**src/rtl/seq_alu_pkg.sv**
```systemverilog
// Shared op codes, FSM state type and helpers for the sequential ALU.
package seq_alu_pkg;

    localparam logic [3:0] OP_AND  = 4'b0000;
    localparam logic [3:0] OP_OR   = 4'b0001;
    localparam logic [3:0] OP_ADD  = 4'b0010;
    localparam logic [3:0] OP_XOR  = 4'b0011;
    localparam logic [3:0] OP_NOR  = 4'b0100;
    localparam logic [3:0] OP_SRL  = 4'b0101;
    localparam logic [3:0] OP_SUB  = 4'b0110;
    localparam logic [3:0] OP_SLT  = 4'b0111;
    localparam logic [3:0] OP_MULU = 4'b1000;
    localparam logic [3:0] OP_DIVU = 4'b1001;

    typedef enum logic [1:0] {
        IDLE = 2'd0,
        BUSY = 2'd1,
        DONE = 2'd2
    } state_t;

    // True for the ops that run on the iterative datapath.
    function automatic logic is_iter_op(input logic [3:0] op);
        return (op == OP_MULU) || (op == OP_DIVU);
    endfunction

endpackage

```
**src/rtl/seq_alu_iter.sv**
```systemverilog
// Iterative shift-add multiplier / restoring divider sharing one adder.
// hi/lo hold {partial product, multiplier} or {remainder, quotient}.
module seq_alu_iter
    import seq_alu_pkg::*;
#(
    parameter int WIDTH = 32
) (
    input  logic             clk,
    input  logic             rst_n,
    input  logic             start,
    input  logic             is_div,
    input  logic [WIDTH-1:0] a,
    input  logic [WIDTH-1:0] b,
    output logic             busy,
    output logic             done,
    output logic [WIDTH-1:0] hi_nxt,
    output logic [WIDTH-1:0] lo_nxt
);

    localparam int CW = $clog2(WIDTH);

    logic [WIDTH-1:0] hi;
    logic [WIDTH-1:0] lo;
    logic [WIDTH-1:0] opnd;
    logic             div_q;
    logic [CW-1:0]    count;

    logic [WIDTH:0]   op_x;
    logic [WIDTH:0]   op_y;
    logic [WIDTH+1:0] add;

    assign done = busy && (count == CW'(WIDTH - 1));

    // One iteration: multiply adds the multiplicand and shifts right; divide
    // shifts left and subtracts the divisor, restoring on borrow. The divide
    // subtract is the same adder fed with the inverted divisor and carry-in.
    always_comb begin
        op_x   = div_q ? {hi, lo[WIDTH-1]} : {1'b0, hi};
        op_y   = div_q ? ~{1'b0, opnd} : {1'b0, opnd};
        add    = {1'b0, op_x} + {1'b0, op_y} + {{(WIDTH+1){1'b0}}, div_q};
        hi_nxt = {1'b0, hi[WIDTH-1:1]};
        lo_nxt = {hi[0], lo[WIDTH-1:1]};
        if (div_q) begin
            if (add[WIDTH+1]) begin
                hi_nxt = add[WIDTH-1:0];
                lo_nxt = {lo[WIDTH-2:0], 1'b1};
            end else begin
                hi_nxt = op_x[WIDTH-1:0];
                lo_nxt = {lo[WIDTH-2:0], 1'b0};
            end
        end else if (lo[0]) begin
            hi_nxt = add[WIDTH:1];
            lo_nxt = {add[0], lo[WIDTH-1:1]};
        end
    end

    // Operand load on start, then WIDTH iterations with the cycle counter.
    always_ff @(posedge clk or negedge rst_n) begin
        if (!rst_n) begin
            hi    <= '0;
            lo    <= '0;
            opnd  <= '0;
            div_q <= 1'b0;
            busy  <= 1'b0;
            count <= '0;
        end else if (start) begin
            hi    <= '0;
            lo    <= is_div ? a : b;
            opnd  <= is_div ? b : a;
            div_q <= is_div;
            busy  <= 1'b1;
            count <= '0;
        end else if (busy) begin
            hi    <= hi_nxt;
            lo    <= lo_nxt;
            count <= count + 1'b1;
            if (done) begin
                busy <= 1'b0;
            end
        end
    end

endmodule

```
**src/rtl/seq_alu.sv**
```systemverilog
// Handshaked ALU: single-cycle logic/arith ops plus iterative MULU/DIVU,
// with registered results held until the consumer accepts them.
module seq_alu
    import seq_alu_pkg::*;
#(
    parameter int WIDTH = 32
) (
    input  logic             clk,
    input  logic             rst_n,
    input  logic             in_valid,
    output logic             in_ready,
    input  logic [3:0]       ALU_operation,
    input  logic [WIDTH-1:0] A,
    input  logic [WIDTH-1:0] B,
    output logic             out_valid,
    input  logic             out_ready,
    output logic [WIDTH-1:0] res,
    output logic [WIDTH-1:0] res_hi,
    output logic             Co,
    output logic             zero,
    output logic             overflow
);

    localparam int SHW = $clog2(WIDTH);

    state_t state_q, state_d;

    logic             accept;
    logic             iter_req;
    logic             iter_busy;
    logic             iter_done;
    logic [WIDTH-1:0] iter_hi;
    logic [WIDTH-1:0] iter_lo;
    logic             is_div_q;
    logic             div_zero_q;

    logic [WIDTH-1:0] b_add;
    logic [WIDTH:0]   add_ext;
    logic [WIDTH-1:0] core_res;
    logic             core_co;
    logic             core_ovf;
    logic             core_zero;

    assign accept   = in_valid && in_ready;
    assign iter_req = is_iter_op(ALU_operation);

    seq_alu_iter #(.WIDTH(WIDTH)) u_iter (
        .clk    (clk),
        .rst_n  (rst_n),
        .start  (accept && iter_req),
        .is_div (ALU_operation == OP_DIVU),
        .a      (A),
        .b      (B),
        .busy   (iter_busy),
        .done   (iter_done),
        .hi_nxt (iter_hi),
        .lo_nxt (iter_lo)
    );

    // Single-cycle core evaluated on the live inputs; its result is captured
    // into the output registers on the accept edge.
    always_comb begin
        core_res = '0;
        core_co  = 1'b0;
        core_ovf = 1'b0;
        b_add    = (ALU_operation == OP_SUB) ? ~B : B;
        add_ext  = {1'b0, A} + {1'b0, b_add} + {{WIDTH{1'b0}}, (ALU_operation == OP_SUB)};
        case (ALU_operation)
            OP_AND: core_res = A & B;
            OP_OR:  core_res = A | B;
            OP_XOR: core_res = A ^ B;
            OP_NOR: core_res = ~(A | B);
            OP_SRL: core_res = A >> B[SHW-1:0];
            OP_SLT: core_res = {{(WIDTH-1){1'b0}}, ($signed(A) < $signed(B))};
            OP_ADD, OP_SUB: begin
                core_res = add_ext[WIDTH-1:0];
                core_co  = add_ext[WIDTH];
                core_ovf = (A[WIDTH-1] == b_add[WIDTH-1]) &&
                           (add_ext[WIDTH-1] != A[WIDTH-1]);
            end
            default: core_res = '0;
        endcase
        core_zero = (core_res == '0);
    end

    // State register.
    always_ff @(posedge clk or negedge rst_n) begin
        if (!rst_n) begin
            state_q <= IDLE;
        end else begin
            state_q <= state_d;
        end
    end

    // Next-state and handshake outputs.
    always_comb begin
        state_d   = state_q;
        in_ready  = 1'b0;
        out_valid = 1'b0;
        case (state_q)
            IDLE: begin
                in_ready = rst_n;
                if (accept) begin
                    state_d = iter_req ? BUSY : DONE;
                end
            end
            BUSY: begin
                if (iter_done) begin
                    state_d = DONE;
                end
            end
            DONE: begin
                out_valid = 1'b1;
                if (out_ready) begin
                    state_d = IDLE;
                end
            end
            default: state_d = IDLE;
        endcase
    end

    // Op attributes latched at accept for the iterative result flags.
    always_ff @(posedge clk or negedge rst_n) begin
        if (!rst_n) begin
            is_div_q   <= 1'b0;
            div_zero_q <= 1'b0;
        end else if (accept) begin
            is_div_q   <= (ALU_operation == OP_DIVU);
            div_zero_q <= (B == '0);
        end
    end

    // Output registers: loaded at accept for single-cycle ops, on the last
    // iteration for MULU/DIVU, otherwise held.
    always_ff @(posedge clk or negedge rst_n) begin
        if (!rst_n) begin
            res      <= '0;
            res_hi   <= '0;
            Co       <= 1'b0;
            zero     <= 1'b0;
            overflow <= 1'b0;
        end else if (accept && !iter_req) begin
            res      <= core_res;
            res_hi   <= '0;
            Co       <= core_co;
            zero     <= core_zero;
            overflow <= core_ovf;
        end else if (iter_busy && iter_done) begin
            res      <= iter_lo;
            res_hi   <= iter_hi;
            Co       <= 1'b0;
            zero     <= is_div_q ? (iter_lo == '0) : ({iter_hi, iter_lo} == '0);
            overflow <= is_div_q && div_zero_q;
        end
    end

endmodule

```
**config.mk**
```make
export PLATFORM = sky130hd
export DESIGN_NAME = seq_alu
export DESIGN_NICKNAME = d
export VERILOG_FILES = /design/src/rtl/seq_alu_pkg.sv /design/src/rtl/seq_alu_iter.sv /design/src/rtl/seq_alu.sv
export SDC_FILE = /design/constraint.sdc
export NUM_CORES = 1
export LEC_CHECK = 0
export CORE_MARGIN = 2
export CORE_UTILIZATION = 55
export DETAILED_ROUTE_END_ITERATION = 16
export PLACE_DENSITY = 0.74
export RECOVER_POWER = 25
export SETUP_SLACK_MARGIN = 0.1
export SLEW_MARGIN = 15
export SYNTH_ARGS = -nofsm -noshare
export SYNTH_HDL_FRONTEND = slang
export SYNTH_SLANG_ARGS = --single-unit
```
**constraint.sdc**
```tcl
create_clock -name clk -period 8.25 [get_ports clk]
set_clock_uncertainty 0.1 [all_clocks]
set_input_delay 1.65 -clock clk [delete_from_list [all_inputs] [get_ports clk]]
set_output_delay 1.65 -clock clk [all_outputs]
set_load 0.005 [all_outputs]
```
-- Word level (Yosys, flattened, before mapping)
Index checks and enable logic that the tools add are counted.
- shift operators: 1
- bitwise operators: 6
- order comparisons: 1
- equal/unequal tests: 17
- reduce and logical (&&, ||, !) cells: 19
- muxes and demuxes: 41
- $add $sub $neg: 5
- operator list (cell ; number):
    2-to-1 mux 32 bit ; 16
    one-hot mux 32 bit (7 select lines) ; 1
    logical NOT 32 bit ; 3
    2-to-1 mux 33 bit ; 2
    logical NOT 64 bit ; 1
    NOT 32 bit ; 2
    adder 33 x 33 -> 34 bit ; 1
    adder 34 x 1 -> 34 bit ; 1
    adder 32 x 32 -> 33 bit ; 1
    adder 33 x 1 -> 33 bit ; 1
    NOT 32 -> 33 bit ; 1
    bitwise AND 32 bit ; 1
    < comparator 32 bit ; 1
    OR 32 bit ; 1
    >> shifter 32 x 5 -> 32 bit ; 1
    XOR 32 bit ; 1
    equality test 4 x 3 -> 1 bit, second input constant ; 4
    2-to-1 mux 1 bit ; 15
    2-to-1 mux 5 bit ; 2
    equality test 4 x 2 -> 1 bit, second input constant ; 2
    equality test 4 bit, second input constant ; 2
    2-to-1 mux 2 bit ; 4
    logical AND 1 bit ; 7
    inequality test 2 bit, second input constant ; 3
    other kinds (15) ; 16
- flip-flop bits (word level): 174
- word-level logic and storage cells: 104
- output and inout bits: 69
- input bits: 72

-- Logic depth before layout (Yosys ltp)
Gate-level depths: netlist of run 1.
- depth in word-level cells: 10
- mapped depth: 24

-- Modules after synthesis
From an unflattened synthesis of run 1, not the netlist that was laid out.
- cell total of the unflattened synthesis: 2345
- area, all modules: 19203.4 sq um
- modules (own cells, without submodules) (module ; seq. area each (sq um) ; cells each ; times used ; area an instance (sq um)):
    seq_alu ; 1776.7 ; 1331 ; 1 ; 10233.6
    seq_alu_iter ; 2577.5 ; 1014 ; 1 ; 8969.9

-- Worst setup path before layout of run 1
No wires, ideal clock.
- path kind: register to register
- from: register u_iter.div_q
- to: register zero
- period minus slack after synthesis: 6154 ps
- data required time: 8083 ps
- buffers on the path: 8
- stages on the path, launching flop included: 22
- arrival time: 5987 ps
- slack: 2096 ps
- path through: dfrtp_1 -> buf_4 -> buf_4 -> clkbuf_1 -> clkbuf_1 -> buf_1 -> clkbuf_1 -> clkbuf_1 -> mux2_2 -> ha_1 -> a21o_1 -> a21o_1 -> a221o_1 -> or3_1 -> buf_6 -> a21oi_2 -> mux2i_1 -> a21oi_1 -> or3_1 -> or4_1 -> nor4_1 -> a41o_1
- word-level cells in the longest chain between the ends: 9
- ends and longest elaborated chain (what ; line ; RTL):
    from (decl) ; seq_alu_iter.sv:25 ; logic div_q;
    from (signal assigned) ; seq_alu_iter.sv:70 ; div_q <= is_div;
    2-to-1 mux 33 bit, on equally long branches ; seq_alu_iter.sv:38, seq_alu_iter.sv:39 ;
    adder 33 x 33 -> 34 bit ; seq_alu_iter.sv:40 ; add = {1'b0, op_x} + {1'b0, op_y} + {{(WIDTH+1){1'b0}}, div_q};
    adder 34 x 1 -> 34 bit ; seq_alu_iter.sv:40 ;
    2-to-1 mux 1 bit, or another cell as far along ; seq_alu_iter.sv:44 ; if (add[WIDTH+1]) begin
    2-to-1 mux 32 bit ; seq_alu_iter.sv:43 ; if (div_q) begin
    logical NOT 64 bit or logical NOT 32 bit (tied branches) ; seq_alu.sv:152 ; zero <= is_div_q ? (iter_lo == '0) : ({iter_hi, iter_lo} == '0);
    2-to-1 mux 1 bit (*) ; seq_alu.sv:152 ;
    2-to-1 mux 1 bit (*) ; seq_alu.sv:148 ; end else if (iter_busy && iter_done) begin
    2-to-1 mux 1 bit (*) ; seq_alu.sv:142 ; end else if (accept && !iter_req) begin
    to (signal assigned) ; seq_alu.sv:146 ; zero <= core_zero;
    to (signal assigned) ; seq_alu.sv:152 ;
    to (decl) ; seq_alu.sv:20 ; output logic zero,
Mark *: on every way between the ends. The rest lies on a longest branch, timed or not. The select of a mux whose other input is x is not followed.
A chain may end at the register's enable or synchronous reset.

-- Worst setup path in the final report of run 1
- from: input ALU_operation[2]
- to: register zero
- word-level cells in the longest chain between the ends: 7
- ends and longest elaborated chain (what ; line ; RTL):
    from (decl) ; seq_alu.sv:12 ; input logic [3:0] ALU_operation,
    equality test 4 x 3 -> 1 bit ; seq_alu.sv:66, seq_alu.sv:67, seq_alu.sv:68 ;
    2-to-1 mux 32 bit ; seq_alu.sv:66 ; b_add = (ALU_operation == OP_SUB) ? ~B : B;
    adder 32 x 32 -> 33 bit ; seq_alu.sv:67 ; add_ext = {1'b0, A} + {1'b0, b_add} + {{WIDTH{1'b0}}, (ALU_operation == OP_SUB)};
    adder 33 x 1 -> 33 bit ; seq_alu.sv:67 ;
    one-hot mux 32 bit (7 select lines) ; seq_alu.sv:68 ; case (ALU_operation)
    logical NOT 32 bit ; seq_alu.sv:83 ; core_zero = (core_res == '0);
    2-to-1 mux 1 bit ; seq_alu.sv:142 ;
Parallel ways exist; a longest one is shown, timed or not.

==> out/metrics.csv, run 1 <==
stage,metric,value,unit
detailed_routing,DR pass1 iterations,6,
floorplan,Chip Height,187.6,µm
clocking,post-CTS setup buffers,0,
clocking,hold buffers post-CTS,0,
status,outcome,"finished, violations left",
sta,unrepaired setup endpoints after global routing,no,
clocking,clk sinks,174,
grt,met1 usage,53.05,%
pwr,Worst VDD drop,0.4300,mV
grt,routing usage on met3,7.636,%
sta,final hold vios,0,
setup_path,reg2reg end,zero$_DFFE_PN0P_,
sta,Worst-Margin Slew,4.076,ns
yosys,Post-synth EDFFs,0,
detailed_routing,DRT iter0 DRCs,2548,
grt,vias in the first global route,18532,
cells_and_area,Final Core Density,62.32,%
setup_path,startpoint types,input port,
yosys,Yosys reg bits,174,
yosys,"Seq/Total Area, Yosys",23.49,%
setup_path,CP Capture Type,register,
sta,Final period util,83.16,%
clocking,root buffer cell,clkbuf_16,
detailed_routing,via count,19592,
setup_path,reg2reg start,u_iter.div_q$_DFFE_PN0P_,
hold_path,WHS Path Cells,2,
floorplan,Chip Width,187.6,µm
floorplan,core area,33360,µm²
floorplan,FP Rows,67,
hold_path,Hold Path Sink,div_zero_q$_DFFE_PN0P_,
place,Port Buffer Count,140,
cells_and_area,Synth-to-Final Area Change,12.16,%
sta,f_max,0.1458,GHz
cells_and_area,number of diodes,0,
place,routability congestion estimate,1.114,
detailed_routing,drc violations,0,
job,max_cap viols,2,
detailed_routing,routed length per instance,26.59,µm
yosys,Mapped Cells,2365,
floorplan,Initial Utilization,55.56,%
pwr,total leakage power,8.823,nW
grt,grt peak-use layer,met2,
clocking,Resize count post-CTS,0,
pwr,Total Power,8.930,mW
setup_path,reg2reg path depth,14,
hold_path,Tightest Hold Check Type,register to register,
grt,initial antenna violation count,0,
sta,setup TNS,0,ns
setup_path,r2r setup slk,1.82,ns
floorplan,full die area,35190,µm²
clocking,Longest Clk Path Bufs,2,
yosys,Yosys top cell by area,dfrtp_1,
setup_path,Crit Path Class,input port to register,
yosys,synth unique cells,89,
sta,Fin Hold WS,0.3937,ns
setup_path,Worst EP arrival,7.16,ns
yosys,syn nets,2607,
floorplan,io pins,141,
hold_path,worst hold path startpoint,div_zero_q$_DFFE_PN0P_,
sta,max-slew violations,137,
grt,routing usage on met2,68.15,%
cells_and_area,nets@finish,2640,
setup_path,CP required,8.55,ns
status,failing checks,"capacitance limit, slew limit",
yosys,Synth top area share,23.49,%
grt,largest net degree at the start of global routing,83,
clocking,CTS tree,done,
place,DP Wirelength,57470,µm
yosys,Main synth FF type,dfrtp_1,
yosys,Area contributors post-synth,"dfrtp_1 (23%), ha_1 (11%), nand2_1 (6.2%), mux2i_1 (5.6%), o21ai_0 (5.6%)",
yosys,Yosys Warn Count,0,
clocking,htree depth,4,
yosys,average cell area after synthesis,7.838,µm²
clocking,clk_lat worst skew,0.46,ns
grt,first-pass GRT wire length,114300,µm
setup_path,crit path max fanout,33,
pwr,PwrDens,429.5,nW/µm²
clocking,clk slew on worst S/H paths,0.07,ns
clocking,total CTS buffers,17,
detailed_routing,Via-to-Cell Ratio,6.853,
detailed_routing,post-route ant nets,0,
detailed_routing,total wire length,76020,µm
setup_path,Worst Setup SP,ALU_operation[2],
cells_and_area,share of layout cells above drive strength 1,6.180,%
sta,minimum clock period,6.861,ns
grt,Total GRT Usage,42.62,%
grt,grt ovf,0,
sta,max_slew headroom,-171.7,%
cells_and_area,Filler Cell Count,2995,
sta,Setup Viol. Count Final,0,
yosys,async set or reset register ratio after synthesis,100.0,%
yosys,post-synth design cell area,18540,µm²
place,Cell Count Post-Placement,2827,
cells_and_area,final instance count without filler cells,2859,
-- how the worst max path moves through the flow --
stage,slack [ns],to,cells after the start
floorplan,2.10,zero$_DFFE_PN0P_,21
global placement,1.19,zero$_DFFE_PN0P_,17
detailed placement,1.08,zero$_DFFE_PN0P_,17
CTS,1.53,zero$_DFFE_PN0P_,17
global route,1.20,zero$_DFFE_PN0P_,17
finish,1.39,zero$_DFFE_PN0P_,19
-- stage by stage --
stage / setup slack (ns) / area, µm²
2_1_floorplan: 2.096 / 18540
3_3_place_gp: 1.188 / 20200
3_5_place_dp: 1.080 / 20200
4_1_cts: 1.535 / 20800
5_1_grt: 1.201 / 20790
6_report: 1.389 / 20790
-- cells by family (layout without fill, tap and decap cells) --
kind of cell / after synthesis / count (layout) / share of synthesized area [%]
buf+inv: 262 / 308 / 5.501
simple gates: 726 / 726 / 17.79
fa+ha+maj: 170 / 170 / 11.56
flops: 174 / 174 / 23.49
compound gates: 766 / 766 / 26.78
xor+xnor: 112 / 112 / 5.292
mux: 155 / 155 / 9.585
-- synth_stat cells (13+ instances only) --
master and instances:
o21a_1 14, mux4_2 14, nand3_1 29, nand2_1 308, o21ai_0 206, a21oi_1 185
nand4_1 30, nor4_1 28, o211ai_1 44, mux2i_1 104, xnor2_1 58, ha_1 168
buf_1 20, a221o_1 13, nor3_1 29, a31oi_1 13, a21o_1 29, a221oi_1 28
a211oi_1 49, and2_1 13, and3_1 17, nor2b_1 20, mux2_2 36, nand2b_1 17
o221ai_1 32, a22oi_1 34, xor2_1 54, clkbuf_1 130, nor2_1 187, dfrtp_1 174
inv_1 93
-- sequential cells by signal, indices dropped and copies added, names as in the netlist, 2 cells and up --
name          cells
u_iter.count      5
res              32
u_iter.hi        32
u_iter.opnd      32
state_q           2
res_hi           32
u_iter.lo        32
-- critical path, stage by stage --
cell and delay [ns]:
clkdlybuf4s50_1 0.45, buf_4 0.23, nor4bb_4 0.31, buf_4 0.54, xnor2_1 0.22, inv_1 0.09, fa_1 0.43, nand3b_1 0.26
a211oi_1 0.44, nor3_1 0.10, buf_4 0.17, o211ai_1 0.29, a31oi_1 0.16, nand2_1 0.08, o211ai_1 0.14, nor4_1 0.49
or4bb_1 0.44, o31ai_1 0.47, a41o_1 0.16
-- cell usage in the layout (no fill, tap or decap), types with 49 or more instances in the layout --
cell,netlist,routed
o21ai_0,206,206
nand2_1,308,307
a21oi_1,185,185
inv_1,93,93
mux2i_1,104,104
a211oi_1,49,49
nor2_1,187,186
clkdlybuf4s50_1,0,137
xor2_1,54,54
ha_1,168,168
dfrtp_1,174,172
xnor2_1,58,58
-- where the power goes --
part | switching (mW) | total, mW | internal, mW
Clock | 0.403 | 0.837 | 0.434
Sequential | 0.429 | 1.63 | 1.20
Combinational | 4.01 | 6.46 | 2.45
Total | 4.85 | 8.93 | 4.08
-- cell type report --
type | instances | area [µm²] | area share, %
flip-flops and latches | 174 | 4362 | 20.98
multi-input cells | 1929 | 13230 | 63.62
inverters | 97 | 364.1 | 1.751
well taps | 448 | 560.5 | 2.696
repair buffers | 179 | 1678 | 8.070
clock inverters | 14 | 171.4 | 0.8245
clock buffers | 18 | 429.2 | 2.064
-- routing by layer --
| metal | share of wire [%] | vias up |
|---|---|---|
| li1 | - | 8726 |
| met2 | 45 | 1183 |
| met5 | 0 | - |
| met3 | 9.1 | 272 |
| met4 | 7.5 | 0 |
| met1 | 38 | 9411 |
Note: power is estimated with default switching activity, not from simulation.
==> run 2, diff against run 1 <==
==> constraint.sdc (replaced) <==
create_clock -name clk -period 7.08 [get_ports clk]
set_clock_uncertainty 0.1 [all_clocks]
set_input_delay 1.416 -clock clk [delete_from_list [all_inputs] [get_ports clk]]
set_output_delay 1.416 -clock clk [all_outputs]
set_load 0.005 [all_outputs]
==> run 2 against run 1 <==
Effect of this change:
- hold slack got worse by 0.0029 ns
- register-to-register slack got worse by 0.82 ns
- the run still ends with capacitance limit, slew limit left
- combinational power rose by 19%
- clock-buffer cell count fell by 1
- largest power group unchanged
- largest cell class unchanged
- core utilization rose by 0.36 points
- critical path type unchanged
==> out/metrics.csv, run 2 (synthesized netlist as in run 1, its figures left out) <==
stage,metric,value,unit
status,outcome,"finished, violations left",
status,failing checks,"capacitance limit, slew limit",
sta,unrepaired setup endpoints after global routing,no,
detailed_routing,post-route ant nets,0,
pwr,Sw Ratio,54.43,%
clocking,total CTS buffers,17,
cells_and_area,Synth-to-Final Area Change,12.81,%
grt,grt ovf,0,
cells_and_area,number of diodes,0,
setup_path,CP required,7.37,ns
setup_path,Worst EP arrival,6.61,ns
setup_path,Crit Path Class,input port to register,
setup_path,CP Capture Type,register,
pwr,PwrDens,504.7,nW/µm²
setup_path,reg2reg path depth,14,
clocking,clk slew on worst S/H paths,0.08,ns
detailed_routing,routed length per instance,26.28,µm
setup_path,r2r setup slk,1.00,ns
grt,vias in the first global route,18509,
detailed_routing,Via-to-Cell Ratio,6.823,
hold_path,worst hold path startpoint,div_zero_q$_DFFE_PN0P_,
pwr,Clock power frac,9.3,%
floorplan,Chip Height,187.6,µm
cells_and_area,most frequent cells in the layout,"nand2_1 (307), o21ai_0 (206), nor2_1 (186), a21oi_1 (185), dfrtp_1 (172)",
cells_and_area,"commonest non-fill, non-tap cell in the layout",nand2_1,
setup_path,crit path max fanout,21,
clocking,Resize count post-CTS,0,
cells_and_area,Final Core Density,62.68,%
grt,largest net degree at the start of global routing,108,
cells_and_area,share of layout cells above drive strength 1,6.760,%
sta,Final period util,89.25,%
setup_path,reg2reg end,zero$_DFFE_PN0P_,
sta,Setup Viol. Count Final,0,
floorplan,core area,33360,µm²
floorplan,full die area,35190,µm²
floorplan,io pins,141,
cells_and_area,multi-input logic area,13230,µm²
detailed_routing,DR pass1 iterations,7,
setup_path,Worst Setup SP,ALU_operation[2],
place,DP Wirelength,57260,µm
cells_and_area,nets@finish,2655,
floorplan,Chip Width,187.6,µm
grt,initial antenna violation count,0,
clocking,post-CTS setup buffers,0,
grt,first-pass GRT wire length,114100,µm
detailed_routing,DRT iter0 DRCs,2378,
pwr,total leakage power,8.896,nW
sta,Setup WS post-layout,0.7612,ns
setup_path,reg2reg start,u_iter.div_q$_DFFE_PN0P_,
clocking,CTS tree,done,
clocking,Longest Clk Path Bufs,2,
sta,Worst-Margin Slew,2.641,ns
sta,final hold vios,0,
pwr,sequential share of power,17.7,%
pwr,Comb pwr share,73.0,%
clocking,hold buffers post-CTS,0,
place,pre-CTS setup slack,0.4737,ns
detailed_routing,via count,19609,
place,Port Buffer Count,140,
sta,f_max,0.1583,GHz
hold_path,Tightest Hold Check Type,register to register,
pwr,Worst VDD drop,0.4872,mV
clocking,root buffer cell,clkbuf_16,
sta,minimum clock period,6.319,ns
detailed_routing,drc violations,0,
setup_path,startpoint types,input port,
hold_path,WHS Path Cells,2,
clocking,clk_lat worst skew,0.45,ns
floorplan,FP Rows,67,
grt,Total GRT Usage,42.38,%
cells_and_area,Reg area,4362,µm²
sta,max_slew headroom,-76.08,%
floorplan,Initial Utilization,55.56,%
pwr,Int Pwr,4.809,mW
cells_and_area,Filler Cell Count,3002,
hold_path,Hold Path Sink,div_zero_q$_DFFE_PN0P_,
clocking,htree depth,4,
sta,max-slew violations,96,
pwr,total net switching power,5.745,mW
sta,setup TNS,0,ns
place,routability congestion estimate,1.088,
detailed_routing,total wire length,75530,µm
clocking,clk sinks,174,
job,max_cap viols,2,
run 2: how the worst max path moves through the flow:
stage                  endpoint  slack, ns  cells after the start
5_1_grt        zero$_DFFE_PN0P_       0.67                     16
6_report       zero$_DFFE_PN0P_       0.76                     16
4_1_cts        zero$_DFFE_PN0P_       0.92                     16
3_3_place_gp   zero$_DFFE_PN0P_       0.67                     16
3_5_place_dp   zero$_DFFE_PN0P_       0.47                     16
2_1_floorplan  zero$_DFFE_PN0P_       0.93                     21
run 2: final cells by class:
type                            instances  share of cell area, %
Sequential cell                       174                  20.86
Clock inverter                         15                 0.9095
Tap cell                              448                  2.681
Inverter                               97                  1.741
Timing Repair Buffer                  194                  8.526
Clock buffer                           17                  2.034
Multi-Input combinational cell       1929                  63.25
run 2: critical path, stage by stage:
cell and delay [ns]:
clkdlybuf4s50_1 0.49, nor4bb_4 0.28, buf_4 0.38, buf_4 0.35, xnor2_1 0.11, ha_1 0.38, nand2_1 0.16, o41ai_1 0.80
a22oi_1 0.23, and3b_1 0.28, o21ai_1 0.24, mux2i_1 0.11, a21oi_1 0.23, or4bb_1 0.51, o31ai_1 0.46, a41o_1 0.17
run 2: through the flow:
stage | cell area, µm² | power [mW] | cells | hold WS (ns)
floorplan | 18540 | 6.947 | 2365 | 0.3481
finish | 20910 | 10.55 | 2874 | 0.3908
detailed placement | 20310 | 9.290 | 2842 | 0.3767
CTS | 20930 | 10.31 | 2874 | 0.3941
global route | 20910 | 11.21 | 2874 | 0.4326
global placement | 20310 | 9.118 | 2842 | 0.3676
run 2: power groups by stage:
stage	combinational, mW	clock (mW)	sequential [mW]
floorplan	5.28	0	1.66
global placement	7.27	0	1.84
detailed placement	7.44	0	1.85
CTS	7.48	0.985	1.84
global route	8.28	1.02	1.90
finish	7.71	0.980	1.87
run 2: metal layers:
layer	up-vias	wire length (µm)	track usage, %
met4	0	6025	28.16
met3	284	6840	7.580
met1	9276	29130	53.32
li1	8762	-	-
met5	-	0	0
met2	1287	33540	66.78
